`config.mk`:
```
export PLATFORM = sky130hd
export DESIGN_NAME = debounce_tick_ctrl_flat
export DESIGN_NICKNAME = d
export VERILOG_FILES = /design/src/rtl/debounce_pkg.sv /design/src/rtl/debounce_tick_ctrl_if.sv /design/src/rtl/debounce_chan.sv /design/src/rtl/debounce_tick_ctrl.sv /design/src/flat_wrapper.sv
export SDC_FILE = /design/constraint.sdc
export NUM_CORES = 1
export LEC_CHECK = 0
export CAP_MARGIN = 20
export CORE_AREA = 10 10 99 101
export DETAILED_ROUTE_END_ITERATION = 8
export DIE_AREA = 0 0 109 111
export HOLD_SLACK_MARGIN = 0.1
export SLEW_MARGIN = 30
export SYNTH_ARGS = -nofsm -noshare
export SYNTH_HDL_FRONTEND = slang
export SYNTH_SLANG_ARGS = --single-unit
```
`constraint.sdc`:
```
create_clock -name clk_in -period 2.1 [get_ports clk_in]
set_input_delay 0.42 -clock clk_in [delete_from_list [all_inputs] [get_ports clk_in]]
set_output_delay 0.42 -clock clk_in [all_outputs]
set_load 0.05 [all_outputs]
```
`src/rtl/debounce_pkg.sv`:
```
// Purpose : shared types and elaboration helpers for the debounce controller.
// Latency : n/a (package only).
// Backpressure: n/a; provides channel state encoding, prescaler divide and clog2.
package debounce_pkg;

   // Bit 1 of the encoding is the debounced level: the level output is a
   // straight decode of the state flops.
   typedef enum logic [1:0] {
      IDLE_LO = 2'b00,
      PEND_HI = 2'b01,
      PEND_LO = 2'b10,
      IDLE_HI = 2'b11
   } deb_state_e;

   // Ceiling log2, never below 1 so it is always usable as a vector width.
   function automatic int clog2(input int value);
      int r;
      r = 0;
      while ((1 << r) < value) r++;
      return (r < 1) ? 1 : r;
   endfunction

   // Clocks per sample tick.
   function automatic int calc_div(input int clk_hz, input int tick_hz);
      return clk_hz / tick_hz;
   endfunction

endpackage

```
`src/rtl/debounce_tick_ctrl_if.sv`:
```
// Purpose : bundles enable, raw buttons, sample tick and debounced outputs.
// Latency : n/a (wiring only).
// Backpressure: none; outputs are levels and single-cycle pulses.
// Ports   : enable, btn_in (master -> slave); tick, btn_level, btn_rise,
//           btn_fall (slave -> master).
interface debounce_tick_ctrl_if #(
   parameter int NUM_CH = 4
);
   logic              enable;
   logic [NUM_CH-1:0] btn_in;
   logic              tick;
   logic [NUM_CH-1:0] btn_level;
   logic [NUM_CH-1:0] btn_rise;
   logic [NUM_CH-1:0] btn_fall;

   modport master (
      output enable, btn_in,
      input  tick, btn_level, btn_rise, btn_fall
   );

   modport slave (
      input  enable, btn_in,
      output tick, btn_level, btn_rise, btn_fall
   );
endinterface

```
`src/rtl/debounce_chan.sv`:
```
// Purpose : one debounce channel: 2-flop synchronizer, qualify FSM, edge pulses.
// Latency : 2 clks sync + STABLE_TICKS ticks (+ tick phase) + 1 clk to level/pulse.
// Backpressure: none; state advances only on cycles with tick=1, otherwise holds.
// Ports   : clk_in, reset (async, active-high), tick, btn_raw in;
//           level, rise, fall out.
module debounce_chan
   import debounce_pkg::*;
#(
   parameter int STABLE_TICKS = 4
) (
   input  logic clk_in,
   input  logic reset,
   input  logic tick,
   input  logic btn_raw,
   output logic level,
   output logic rise,
   output logic fall
);
   localparam int               CNT_W    = clog2(STABLE_TICKS + 1);
   localparam logic [CNT_W-1:0] CNT_LAST = CNT_W'(STABLE_TICKS);
   localparam logic [CNT_W-1:0] CNT_ONE  = CNT_W'(1);

   logic             sync_a;
   logic             sync_b;
   deb_state_e       state;
   deb_state_e       state_nxt;
   logic [CNT_W-1:0] cnt;
   logic [CNT_W-1:0] cnt_nxt;
   logic [CNT_W-1:0] cnt_inc;
   logic             rise_nxt;
   logic             fall_nxt;

   always_ff @(posedge clk_in or posedge reset) begin
      if (reset) begin
         sync_a <= 1'b0;
         sync_b <= 1'b0;
      end else begin
         sync_a <= btn_raw;
         sync_b <= sync_a;
      end
   end

   always_ff @(posedge clk_in or posedge reset) begin
      if (reset) begin
         state <= IDLE_LO;
         cnt   <= '0;
         rise  <= 1'b0;
         fall  <= 1'b0;
      end else begin
         state <= state_nxt;
         cnt   <= cnt_nxt;
         rise  <= rise_nxt;
         fall  <= fall_nxt;
      end
   end

   assign cnt_inc = cnt + CNT_ONE;

   // Pulses are only produced on tick cycles and ticks are never adjacent,
   // so rise/fall are one clock wide without extra edge detection.
   always_comb begin
      state_nxt = state;
      cnt_nxt   = cnt;
      rise_nxt  = 1'b0;
      fall_nxt  = 1'b0;
      if (tick) begin
         unique case (state)
            IDLE_LO: if (sync_b) begin
               if (CNT_ONE == CNT_LAST) begin
                  state_nxt = IDLE_HI;
                  rise_nxt  = 1'b1;
               end else begin
                  state_nxt = PEND_HI;
                  cnt_nxt   = CNT_ONE;
               end
            end
            PEND_HI: if (sync_b) begin
               if (cnt_inc == CNT_LAST) begin
                  state_nxt = IDLE_HI;
                  cnt_nxt   = '0;
                  rise_nxt  = 1'b1;
               end else begin
                  cnt_nxt   = cnt_inc;
               end
            end else begin
               // A bounce back to the old level restarts qualification.
               state_nxt = IDLE_LO;
               cnt_nxt   = '0;
            end
            IDLE_HI: if (!sync_b) begin
               if (CNT_ONE == CNT_LAST) begin
                  state_nxt = IDLE_LO;
                  fall_nxt  = 1'b1;
               end else begin
                  state_nxt = PEND_LO;
                  cnt_nxt   = CNT_ONE;
               end
            end
            PEND_LO: if (!sync_b) begin
               if (cnt_inc == CNT_LAST) begin
                  state_nxt = IDLE_LO;
                  cnt_nxt   = '0;
                  fall_nxt  = 1'b1;
               end else begin
                  cnt_nxt   = cnt_inc;
               end
            end else begin
               state_nxt = IDLE_HI;
               cnt_nxt   = '0;
            end
            default: begin
               state_nxt = IDLE_LO;
               cnt_nxt   = '0;
            end
         endcase
      end
   end

   assign level = state[1];

endmodule

```
`src/rtl/debounce_tick_ctrl.sv`:
```
// Purpose : shared sample-tick prescaler plus NUM_CH debounce channels.
// Latency : tick DIV clks after enable rises; level/pulses per debounce_chan.
// Backpressure: none; enable=0 clears the prescaler and freezes all channels.
// Ports   : clk_in, reset (async, active-high); bus (slave): enable, btn_in in;
//           tick, btn_level, btn_rise, btn_fall out.
module debounce_tick_ctrl
   import debounce_pkg::*;
#(
   parameter int CLK_HZ       = 100_000_000,
   parameter int TICK_HZ      = 500,
   parameter int NUM_CH       = 4,
   parameter int STABLE_TICKS = 4
) (
   input logic                 clk_in,
   input logic                 reset,
   debounce_tick_ctrl_if.slave bus
);
   localparam int               DIV      = calc_div(CLK_HZ, TICK_HZ);
   localparam int               PRE_W    = clog2(DIV);
   localparam logic [PRE_W-1:0] PRE_LAST = PRE_W'(DIV - 1);

   logic [PRE_W-1:0]  pre_cnt;
   logic              tick_q;
   logic [NUM_CH-1:0] level_v;
   logic [NUM_CH-1:0] rise_v;
   logic [NUM_CH-1:0] fall_v;

   // Tick is registered: it goes high in the cycle after the terminal count.
   always_ff @(posedge clk_in or posedge reset) begin
      if (reset) begin
         pre_cnt <= '0;
         tick_q  <= 1'b0;
      end else if (!bus.enable) begin
         pre_cnt <= '0;
         tick_q  <= 1'b0;
      end else if (pre_cnt == PRE_LAST) begin
         pre_cnt <= '0;
         tick_q  <= 1'b1;
      end else begin
         pre_cnt <= pre_cnt + 1'b1;
         tick_q  <= 1'b0;
      end
   end

   for (genvar i = 0; i < NUM_CH; i++) begin : g_ch
      debounce_chan #(
         .STABLE_TICKS (STABLE_TICKS)
      ) u_chan (
         .clk_in  (clk_in),
         .reset   (reset),
         .tick    (tick_q),
         .btn_raw (bus.btn_in[i]),
         .level   (level_v[i]),
         .rise    (rise_v[i]),
         .fall    (fall_v[i])
      );
   end

   assign bus.tick      = tick_q;
   assign bus.btn_level = level_v;
   assign bus.btn_rise  = rise_v;
   assign bus.btn_fall  = fall_v;

endmodule

```
`src/flat_wrapper.sv`:
```
// flat-port wrapper written by rule: the top's interface ports become plain ports
module debounce_tick_ctrl_flat import debounce_pkg::*;
#(
   parameter int CLK_HZ       = 100_000_000,
   parameter int TICK_HZ      = 500,
   parameter int NUM_CH       = 4,
   parameter int STABLE_TICKS = 4
)
  (clk_in, reset, bus_enable, bus_btn_in, bus_tick, bus_btn_level, bus_btn_rise, bus_btn_fall);
  debounce_tick_ctrl_if #(.NUM_CH(NUM_CH)) bus_i ();
  input logic clk_in;
  input logic reset;
  input wire logic [$bits(bus_i.enable)-1:0] bus_enable;
  input wire logic [$bits(bus_i.btn_in)-1:0] bus_btn_in;
  output wire logic [$bits(bus_i.tick)-1:0] bus_tick;
  output wire logic [$bits(bus_i.btn_level)-1:0] bus_btn_level;
  output wire logic [$bits(bus_i.btn_rise)-1:0] bus_btn_rise;
  output wire logic [$bits(bus_i.btn_fall)-1:0] bus_btn_fall;
  assign bus_i.enable = bus_enable;
  assign bus_i.btn_in = bus_btn_in;
  assign bus_tick = bus_i.tick;
  assign bus_btn_level = bus_i.btn_level;
  assign bus_btn_rise = bus_i.btn_rise;
  assign bus_btn_fall = bus_i.btn_fall;
  debounce_tick_ctrl #(.CLK_HZ(CLK_HZ), .TICK_HZ(TICK_HZ), .NUM_CH(NUM_CH), .STABLE_TICKS(STABLE_TICKS)) u_core (.clk_in(clk_in), .reset(reset), .bus(bus_i));
endmodule
```
==> results.json <==
{
  "critPathTopFamily": "buffers and inverters",
  "grt_max_degree": 22,
  "r2r_slack_ns": 0.19,
  "clk_path_buf_depth": 2,
  "die-width_um": 109,
  "ys_ff_latch": 55,
  "dieHeight_um": 111,
  "hold-path-endpoint": "u_core.g_ch[3].u_chan.sync_b",
  "r2r_end": "u_core.pre_cnt[16]",
  "netlist_instances": 270,
  "grt_pass1_wl_um": 8590,
  "cp_slowest_stage_delay_ns": 0.84,
  "status": "finished, final reports clean",
  "synth_flop_cell": "dfrtp_1",
  "drive_gt1_share_pct": 8.966,
  "antenna_found_initial": 0,
  "cts-root-buf": "clkbuf_8",
  "rr_worst_depth": 5,
  "core_area_um2": 7969,
  "setup_viol": 0,
  "vdd_drop_max_v": 0.0002819,
  "fin_crit_sh_pct": 95.42,
  "start_util_pct": 36.71,
  "cts_max_level": 2,
  "p_per_area_nw_per_um2": 532.4,
  "path_clk_slew_ns": 0.10,
  "ant_nets": 0,
  "layout.nets": 328,
  "ys.warnings.count": 0,
  "worstPathRequired_ns": 1.68,
  "slew_headroom_pct": 66.48,
  "grt_util_all_layers_pct": 8.446,
  "startpoint": "u_core.g_ch[2].u_chan.state[1]",
  "netlist_area_um2": 2925,
  "overflow": 0,
  "io_pins": 20,
  "cp-start-kind": "flop",
  "first_global_vias": 1921,
  "syn_area_per_cell_um2": 10.83,
  "reg2reg_from": "u_core.pre_cnt[0]",
  "synth.area.top_cells": "dfrtp_1, ha_1, xnor2_1",
  "worst-path-buf-inv": 1,
  "hold_ws_ns": 0.3571,
  "cts-buffers-inserted": 5,
  "yosysSeqAreaShare_pct": 47.05,
  "cts.sinks": 55,
  "insertion_delay_ns": 0.31,
  "area_growth_pct": 13.43,
  "critPathCaptureType": "output port",
  "tightest_slew_ns": 0.5012,
  "arrival_ns": 1.58,
  "tritoncts": "built",
  "worst-setup-path-type": "flop to output port",
  "vias": 1878,
  "holdCritStartpoint": "u_core.g_ch[3].u_chan.sync_a",
  "drc": 0,
  "final.setup.tns_ns": 0,
  "io_buffers": 19,
  "path_cells": "clkdlybuf4s50_1",
  "cpMaxStageDelayCell": "clkdlybuf4s50_1",
  "hold-path-cell-count": 0,
  "cp_max_fo": 5,
  "drt-total-wl_um": 4824,
  "hold_class": "flop to flop",
  "synthDistinctLibCells": 41,
  "num_rows": 33,
  "fin_crit_ns": 2.004,
  "dp_hpwl_um": 3637,
  "synthArstFlopShare_pct": 100.0,
  "synth_edf_count": 0,
  "synth_largest_area_cell": "dfrtp_1",
  "synth_nets": 309,
  "first_pass_iters": 4,
  "rsz0062_at_grt": "false",
  "p_leak_nw": 1.444,
  "final_max_slew_viol_count": 0,
  "fin_skew_ns": 0.007269,
  "yosysTopAreaCellShare_pct": 47.05,
  "insertedDiodeCount": 0,
  "first_iter_violations": 42,
  "place_congestion": 0.8118,
  "die_area_um2": 12100,
  "max_freq_mhz": 499.0,
  "routed_via_density": 4.754,
  "avgRoutedWirePerCell_um": 12.21,
  "yosys-top-cells-count": "dfrtp_1, ha_1, nor2_1, inv_1, nand2_1",
  "hold_viol": 0,
  "max_cap_viol_count": 0,
  "synth_most_common_cell": "dfrtp_1"
}
-- placed cells by master (no fill, tap or decap), types with 4 or more instances in the layout --
| cell | instances |
|---|---|
| inv_1 | 20 |
| clkbuf_8 | 5 |
| ha_1 | 32 |
| a22o_1 | 7 |
| a21oi_1 | 10 |
| mux2i_1 | 8 |
| nand4_1 | 4 |
| xnor2_1 | 12 |
| o21ai_0 | 7 |
| nand2_1 | 15 |
| dfrtp_1 | 54 |
| nand3_1 | 6 |
| nor3b_1 | 4 |
| nor2_1 | 27 |
| nor3_1 | 5 |
| buf_4 | 6 |
| clkdlybuf4s50_1 | 18 |
-- cell families after synthesis --
logic type | share of synthesized area (%)
XOR/XNOR | 4.491
buffers and inverters | 6.074
AO/OA/AOI/OAI | 8.512
AND/OR/NAND/NOR | 15.91
multiplexers | 4.277
flip-flops | 47.05
adder cells (fa/ha/maj) | 13.69
-- report_power, final --
part | internal, mW | switching (mW) | total, mW
logic | 0.0341 | 0.0375 | 0.0716
clock network | 0.240 | 0.370 | 0.609
registers | 1.07 | 0.0149 | 1.09
total | 1.34 | 0.422 | 1.77
-- repair_timing --
item,in CTS,in global routing
hold buffers,0,0
resized for setup,0,1
setup buffers,0,2
endpoints found under the hold margin,0,0
endpoints found under the setup margin,0,1
-- per-layer routing --
metal	GRT usage (%)	part of all wire [%]	up-vias
met3	2.267	4.5	4
met2	13.33	45	20
met5	0	0	-
met4	2.639	0.83	0
li1	-	-	960
met1	10.87	49	894
-- cell type report --
cell class / instances / area (µm²)
clock buffers: 5 / 68.82
clock inverters: 3 / 25.02
fillers: 764 / 4651
inverters: 21 / 78.83
multi-input cells: 180 / 1371
flip-flops and latches: 55 / 1378
well taps: 105 / 131.4
repair buffers: 26 / 265.3
-- worst max path at each step --
stage / cells after the start / slack, ns / end
global route: 5 / 0.01 / u_core.pre_cnt[16]
global placement: 5 / 0.24 / u_core.pre_cnt[16]
CTS: 1 / 0.07 / bus_btn_level[2]
detailed placement: 5 / 0.16 / u_core.pre_cnt[16]
floorplan: 5 / 0.31 / u_core.pre_cnt[16]
finish: 1 / 0.1 / bus_btn_level[2]
-- state kept, by name, summed over array words and instances (netlist names) --
register                   flops
u_core.g_ch.u_chan.state       8
u_core.bus.tick                1
u_core.g_ch.u_chan.cnt        12
u_core.g_ch.u_chan.fall        4
u_core.g_ch.u_chan.sync_a      4
u_core.g_ch.u_chan.rise        4
u_core.pre_cnt                18
u_core.g_ch.u_chan.sync_b      4
-- stage by stage --
step	cell area [µm²]	util, %	setup slack (ns)	std cells	power (mW)
3_5_place_dp	3208	40.26	0.1603	385	1.174
3_3_place_gp	3208	40.26	0.2430	385	1.174
5_1_grt	3318	41.64	0.01318	395	1.851
2_1_floorplan	2925	-	0.3098	270	1.138
6_report	3318	41.64	0.09610	395	1.767
4_1_cts	3302	41.44	0.07327	393	1.793
No activity file was read; power rests on OpenSTA's default activity.
